**config.mk**
```make
export PLATFORM = sky130hd
export DESIGN_NAME = sobolrng_mdim
export DESIGN_NICKNAME = d
export VERILOG_FILES = /design/src/rtl/sobolrng_mdim.sv
export SDC_FILE = /design/constraint.sdc
export NUM_CORES = 1
export LEC_CHECK = 0
export ABC_AREA = 1
export BUFFER_PORTS_ARGS = -buffer_cell sky130_fd_sc_hd__buf_2
export CAP_MARGIN = 10
export CORE_ASPECT_RATIO = 0.6
export CORE_UTILIZATION = 50
export CTS_CLUSTER_DIAMETER = 120
export DETAILED_ROUTE_END_ITERATION = 12
export PLACE_DENSITY = 0.68
export SETUP_SLACK_MARGIN = 0.3
export SLEW_MARGIN = 20
export SYNTH_ARGS = -nofsm -noshare
export SYNTH_HDL_FRONTEND = slang
export SYNTH_SLANG_ARGS = --single-unit
```
**constraint.sdc**
```tcl
create_clock -name iClk -period 5 [get_ports iClk]
set_clock_uncertainty 0.05 [all_clocks]
set_input_delay 0.5 -clock iClk [delete_from_list [all_inputs] [get_ports iClk]]
set_output_delay 0.5 -clock iClk [all_outputs]
set_load 0.02 [all_outputs]
```
**src/rtl/sobolrng_mdim.sv**
```systemverilog
// Multi-dimensional Sobol sequence generator: DIM samples per step, run-time loadable direction vectors.
// Latency: a sample accepted at an edge is replaced by the next sample in the following cycle (1 sample/cycle).
// Backpressure: iReady=0 holds oRand and the sequence state; optional macro SOBOLRNG_SCRAMBLE_EN adds per-dimension digital shift.
module sobolrng_mdim #(
   parameter int BITWIDTH = 8,
   parameter int DIM      = 2,
   parameter int DIMW     = (DIM > 1) ? $clog2(DIM) : 1,
   parameter int IDXW     = (BITWIDTH > 1) ? $clog2(BITWIDTH) : 1
) (
   input  logic                    iClk,
   input  logic                    iRstN,
   input  logic                    iStart,
   input  logic                    iStop,
   input  logic                    iClr,
   input  logic                    iDvWe,
   input  logic [DIMW-1:0]         iDvDim,
   input  logic [IDXW-1:0]         iDvIdx,
   input  logic [BITWIDTH-1:0]     iDvData,
   input  logic                    iSeedWe,
   input  logic [DIM*BITWIDTH-1:0] iSeed,
   input  logic                    iReady,
   output logic                    oValid,
   output logic [DIM*BITWIDTH-1:0] oRand,
   output logic                    oWrap,
   output logic                    oBusy
);

   localparam logic [0:0]          S_IDLE = 1'b0;
   localparam logic [0:0]          S_RUN  = 1'b1;
   localparam logic [BITWIDTH-1:0] LP_ONE = {{(BITWIDTH-1){1'b0}}, 1'b1};

   logic [0:0]          r_state;
   logic [BITWIDTH-1:0] r_cnt;
   logic [BITWIDTH-1:0] r_x  [DIM];
   logic [BITWIDTH-1:0] r_dv [DIM][BITWIDTH];
   logic                r_wrap;

   logic                w_xfer;
   logic                w_last;
   logic [BITWIDTH-1:0] w_onehot;
   logic [BITWIDTH-1:0] w_sel [DIM];

   assign oValid   = (r_state == S_RUN);
   assign oBusy    = (r_state == S_RUN);
   assign oWrap    = r_wrap;
   assign w_xfer   = oValid & iReady;
   // All-ones counter is the last point of the period; the next transfer wraps to sample 0.
   assign w_last   = &r_cnt;
   // One-hot of the lowest zero bit of the counter picks the direction vector for this step.
   assign w_onehot = ~r_cnt & (r_cnt + LP_ONE);

   // Run/idle control; a simultaneous start and stop in RUN resolves to stop.
   always_ff @(posedge iClk) begin
      if (!iRstN) begin
         r_state <= S_IDLE;
      end else begin
         case (r_state)
            S_IDLE:  if (iStart) r_state <= S_RUN;
            S_RUN:   if (iStop)  r_state <= S_IDLE;
            default:             r_state <= S_IDLE;
         endcase
      end
   end

   // Direction-vector file: van der Corput on reset, writable only while idle; out-of-range writes match no entry.
   always_ff @(posedge iClk) begin
      if (!iRstN) begin
         for (int d = 0; d < DIM; d++) begin
            for (int i = 0; i < BITWIDTH; i++) begin
               r_dv[d][i] <= LP_ONE << (BITWIDTH - 1 - i);
            end
         end
      end else if (iDvWe && (r_state == S_IDLE)) begin
         for (int d = 0; d < DIM; d++) begin
            for (int i = 0; i < BITWIDTH; i++) begin
               if ((int'(iDvDim) == d) && (int'(iDvIdx) == i)) begin
                  r_dv[d][i] <= iDvData;
               end
            end
         end
      end
   end

   // Per-dimension vector select as an OR of one-hot-gated entries (no wide mux).
   always_comb begin
      for (int d = 0; d < DIM; d++) begin
         w_sel[d] = '0;
         for (int i = 0; i < BITWIDTH; i++) begin
            w_sel[d] = w_sel[d] | (r_dv[d][i] & {BITWIDTH{w_onehot[i]}});
         end
      end
   end

   // Sequence state: clear beats a coincident transfer; the wrap transfer returns every dimension to zero.
   always_ff @(posedge iClk) begin
      if (!iRstN) begin
         r_cnt <= '0;
         for (int d = 0; d < DIM; d++) r_x[d] <= '0;
      end else if (iClr) begin
         r_cnt <= '0;
         for (int d = 0; d < DIM; d++) r_x[d] <= '0;
      end else if (w_xfer) begin
         if (w_last) begin
            r_cnt <= '0;
            for (int d = 0; d < DIM; d++) r_x[d] <= '0;
         end else begin
            r_cnt <= r_cnt + LP_ONE;
            for (int d = 0; d < DIM; d++) r_x[d] <= r_x[d] ^ w_sel[d];
         end
      end
   end

   // Wrap flag is high for exactly the cycle that shows the restarted sample 0.
   always_ff @(posedge iClk) begin
      if (!iRstN) begin
         r_wrap <= 1'b0;
      end else begin
         r_wrap <= w_xfer & w_last & ~iClr;
      end
   end

`ifdef SOBOLRNG_SCRAMBLE_EN
   logic [BITWIDTH-1:0] r_seed [DIM];

   // Seed load is accepted in any state; clear leaves the seeds alone.
   always_ff @(posedge iClk) begin
      if (!iRstN) begin
         for (int d = 0; d < DIM; d++) r_seed[d] <= '0;
      end else if (iSeedWe) begin
         for (int d = 0; d < DIM; d++) r_seed[d] <= iSeed[d*BITWIDTH +: BITWIDTH];
      end
   end

   // Output is register XOR register: random digital shift of each dimension.
   always_comb begin
      oRand = '0;
      for (int d = 0; d < DIM; d++) begin
         oRand[d*BITWIDTH +: BITWIDTH] = r_x[d] ^ r_seed[d];
      end
   end
`else
   logic w_unused_seed;
   assign w_unused_seed = ^{iSeedWe, iSeed};

   // Output is the raw sample register of each dimension.
   always_comb begin
      oRand = '0;
      for (int d = 0; d < DIM; d++) begin
         oRand[d*BITWIDTH +: BITWIDTH] = r_x[d];
      end
   end
`endif

endmodule

```
### Word level (Yosys, flattened, before mapping)

Memories as Yosys holds them, arrays and structs flattened.
Index checks and enable logic that the tools add are counted.

* flip-flop bits (word level): 10
* bits in latches: 0
* RAM bits: 144
* memory bits (read-only): 0
* input port bits: 36
* output and inout port bits: 19
* logic and storage cells: 200
* memories kept: 2

Memories
* r_dv: depth 2, bits a word 64, read ports 2, clocked after memory_dff 0, wr ports 2, RTL line 35 `logic [BITWIDTH-1:0] r_dv [DIM][BITWIDTH];`
* r_x: depth 2, bits a word 8, read ports 2, clocked after memory_dff 0, wr ports 2, RTL line 34 `logic [BITWIDTH-1:0] r_x [DIM];`

* add/subtract/negate cells: 1
* multipliers: 0
* div/mod/pow operators: 0
* order comparisons: 0
* equal/unequal tests: 7
* shift-type cells: 0
* mux-type cells: 104
* bitwise gates (word level): 63
* reduce and logical (&&, ||, !) cells: 20

Operators with widths (count)
* $mux W8: 23
* $and A8 B8 Y8: 17
* $or A8 B8 Y8: 14
* $mux W1: 80
* $or A1 B1 Y1: 22
* $logic_and A1 B1 Y1: 17
* $xor A8 B8 Y8: 2
* $eq A3 B3 Y1 const B: 4
* $add A8 B1 Y8 const B: 1
* $not A8 Y8: 1
* $reduce_and A8 Y1: 1
* $eq A3 B2 Y1 const B: 2
* $not A1 Y1: 4
* $and A1 B1 Y1: 3
* $eq A3 B1 Y1 const B: 1
* $logic_not A3 Y1: 1
* $pmux W1 S2: 1
* $reduce_or A2 Y1: 1

### Longest topological paths before layout

* word-level depth: 12
* depth in mapped cells: 15
* depth with buffers taken out: 12

### Worst setup path after synthesis

No wires, ideal clock.

* kind: reg-to-reg
* start: register r_cnt[0]
* end: memory r_x[0][4], data pin
* library setup time: 253 ps
* data arrival time: 1993 ps
* required time: 4697 ps
* path slack: 2704 ps
* cell stages (with the launch flop): 16
* path buffers: 3
* clock period less this slack: 2296 ps
* cell sequence: dfxtp_1 -> inv_2 -> buf_2 -> nor3_1 -> nand2_1 -> nor3_1 -> ha_1 -> clkbuf_1 -> buf_2 -> nand2_1 -> nand2_1 -> nor2_1 -> nand3_1 -> nand2_1 -> nand2_1 -> nor2_1

RTL lines
* from (decl): RTL line 33 `logic [BITWIDTH-1:0] r_cnt;`
* from (signal assigned): RTL line 107 `r_cnt <= r_cnt + LP_ONE;`
* to (decl): RTL line 34

==> impl_metrics.ini <==
[synthesis]
netlist_instances = 697
synth_area_per_cell_sq_um = 9.84
synth_nets = 741
ys_seq_elements = 154
synth_area_leader_cell = edfxtp_1
synth_cell_type_count = 28
synth_top_family_by_area = simple AND/OR/NAND/NOR gates
synth_top_area_share_pct = 63.1
synth-adder-area-share_pct = 1.46
muxShareOfSynthArea_pct = 0
synthTopCellsByArea = edfxtp_1 63%, nand2_1 13%, nor2_1 7.4%
yosys_warnings = 0
synth_compound_area_share_pct = 2.37
synth_xor_xnor_area_share_pct = 0
syn_area_sq_mm = 0.00686
yosysSeqAreaShare_pct = 66.0
synthSimpleGateAreaFrac_pct = 25.0

[grt]
grt_pass1_vias = 4556
grt_max_degree = 24
antenna_found_initial = 0
grt_pass1_wl_um = 25400
grt_usage_pct = 25.1
grt_remaining_overflow = 0

[finish]
diodes = 0
layout.nets = 789
areaGrowthSynthToFinish_pct = 13.6
utilization_pct = 59.5
final_cell_mix = 245 x nand2_1, 144 x edfxtp_1, 136 x nor2_1, 49 x inv_1, 37 x buf_2
drive_gt1_share_pct = 13.7
fill_cells = 1093
design_area_sq_mm = 0.00779
layout_commonest_cell = nand2_1

[drt]
wl_um = 16600
ant_nets = 0
wire_per_inst_um = 17.9
post-route-drc-count = 0
drtIter0Drc = 491
vias = 4852
first_pass_iters = 5
vias_per_cell = 5.23

[setup_path]
cp-end-kind = flop
rr_worst_depth = 12
cpMostUsedCell = nand2_1
path_buf_inv = 2
worst-setup-path-type = flop to flop
crit_fanout = 19
reg2reg_slack_ns = 2.19
cp_slowest_cell = ha_1
cp.required_ns = 5.12
rr_endpoint = r_x[0][2]$_SDFFCE_PN0P_
r2r_start = r_cnt[0]$_SDFFE_PP0N_
crit_path_start_kind = flop
crit_chain = inv_2, nor3_1, nand2_1, nor3_1, ha_1, nand2_1, inv_1, nor2_1, nand3_1, nand2_1, nand2_1, nor2_1
critPathArrivalTime_ns = 2.93
crit_family = simple AND/OR/NAND/NOR gates
crit_path_max_incr_delay_ns = 0.66

[clock_tree]
root_buffer = clkbuf_16
cts_buffers = 17
hold_buffers = 0
postCtsSetupBuffers = 0
clk_latency_ns = 0.41
cts_buffer_depth = 2
cts_sinks = 154
postCtsResizedCells = 0
tritoncts = yes
path_clk_slew_ns = 0.06
htreeDepth = 4

[timing]
setup_tns_ns = 0
hold_viol = 0
worstMarginPinSlew_ns = 1.03
rsz0062_at_grt = false
maxSlewViolCount = 0
setup_viol = 0
period_needed_ns = 2.81
max_freq_mhz = 356
max_slew_margin_pct = 30.7
period_share_pct = 56.2

[placed_design]
place_area_sq_mm = 0.00723
gp_congestion = 0.863
numPortBuffers = 37
dp_hpwl_um = 11600

[status]
outcome = completed

[hold_path]
min_from = iStop
min_to = oBusy$_SDFF_PN0_
hold_depth = 2
worst_hold_path_type = primary input to flop

[floorplan]
start_util_pct = 52.4
die_width_um = 153
core_area_sq_mm = 0.0131
die_h_um = 92.7
io_pins = 55
rows = 32
fp.dieArea_sq_mm = 0.0142

[pwr]
power.density_mw_per_mm2 = 370
ir_drop_mv = 0.255
leakagePower_nw = 3.29

[job]
maxCapViolCount = 0
-- cell type report --
cell class | count | area (sq um) | share of cell area (%)
tap | 170 | 213 | 2.73
sequential | 154 | 4520 | 58.1
timing repair buffer | 48 | 268 | 3.44
clock inverter | 13 | 128 | 1.64
multi-input combinational | 459 | 1970 | 25.3
clock buffer | 19 | 433 | 5.56
inverter | 65 | 249 | 3.20
-- sequential cells by signal (all words and copies together) (netlist names) --
register,count
r_cnt,8
r_dv,128
oBusy,1
oWrap,1
r_x,16
-- how the worst max path moves through the flow --
stage	from	to	slack (ns)	cells past startpoint
2_1_floorplan	r_cnt[0]$_SDFFE_PP0N_	r_x[0][4]$_SDFFCE_PN0P_	2.70	15
3_3_place_gp	r_cnt[0]$_SDFFE_PP0N_	r_x[0][2]$_SDFFCE_PN0P_	2.34	12
3_5_place_dp	r_cnt[0]$_SDFFE_PP0N_	r_x[0][2]$_SDFFCE_PN0P_	2.27	12
4_1_cts	r_cnt[0]$_SDFFE_PP0N_	r_x[0][2]$_SDFFCE_PN0P_	2.25	12
5_1_grt	r_cnt[0]$_SDFFE_PP0N_	r_x[0][3]$_SDFFCE_PN0P_	1.94	12
6_report	r_cnt[0]$_SDFFE_PP0N_	r_x[0][2]$_SDFFCE_PN0P_	2.19	12
-- cells in the mapped netlist --
library cell / count
nand2_1: 245
buf_6: 3
buf_1: 1
and2_1: 1
clkinv_1: 8
nand3_1: 19
dfxtp_1: 10
a21oi_4: 1
o21ai_2: 1
nand3_2: 2
edfxtp_1: 144
buf_2: 7
nand2_4: 2
nor2_1: 136
clkbuf_1: 6
nand2_2: 5
nor3_1: 5
inv_4: 2
inv_1: 49
o22ai_1: 6
nor2_4: 4
a21oi_1: 2
nand3_4: 1
buf_4: 2
o21ai_0: 18
nor2_2: 3
ha_1: 8
inv_2: 6
-- logic make-up after synthesis --
family                     Yosys count
AOI/OAI and AO/OA                   28
adders and majority gates            8
buffers and inverters               84
DFF                                154
and+or+nand+nor                    423
-- metrics by stage --
stage | power [mW] | instances | worst slack, ns | hold WS [ns]
after floorplan | 1.61 | 697 | 2.70 | 0.419
after global placement | 1.67 | 896 | 2.34 | 0.443
after detailed placement | 1.68 | 896 | 2.27 | 0.453
after CTS | 2.89 | 928 | 2.25 | 0.196
after global routing | 2.97 | 928 | 1.94 | 0.202
final | 2.88 | 928 | 2.19 | 0.205
-- routing by layer --
metal  vias up  wire length, um  GRT usage [%]  share of wire [%]
li1       2339                -              -                  -
met4         0              113           6.99               0.68
met1      2266             7810           36.9                 47
met3         8             1980           8.19                 12
met2       239             6690           35.4                 40
met5         -                0              0                  0
-- report_power, final --
group	internal, mW	total, mW	switching [mW]
Clock	0.729	1.23	0.504
Combinational	0.0384	0.159	0.121
Sequential	1.47	1.49	0.0211
Total	2.24	2.88	0.646
(Power assumes the default switching activity.)
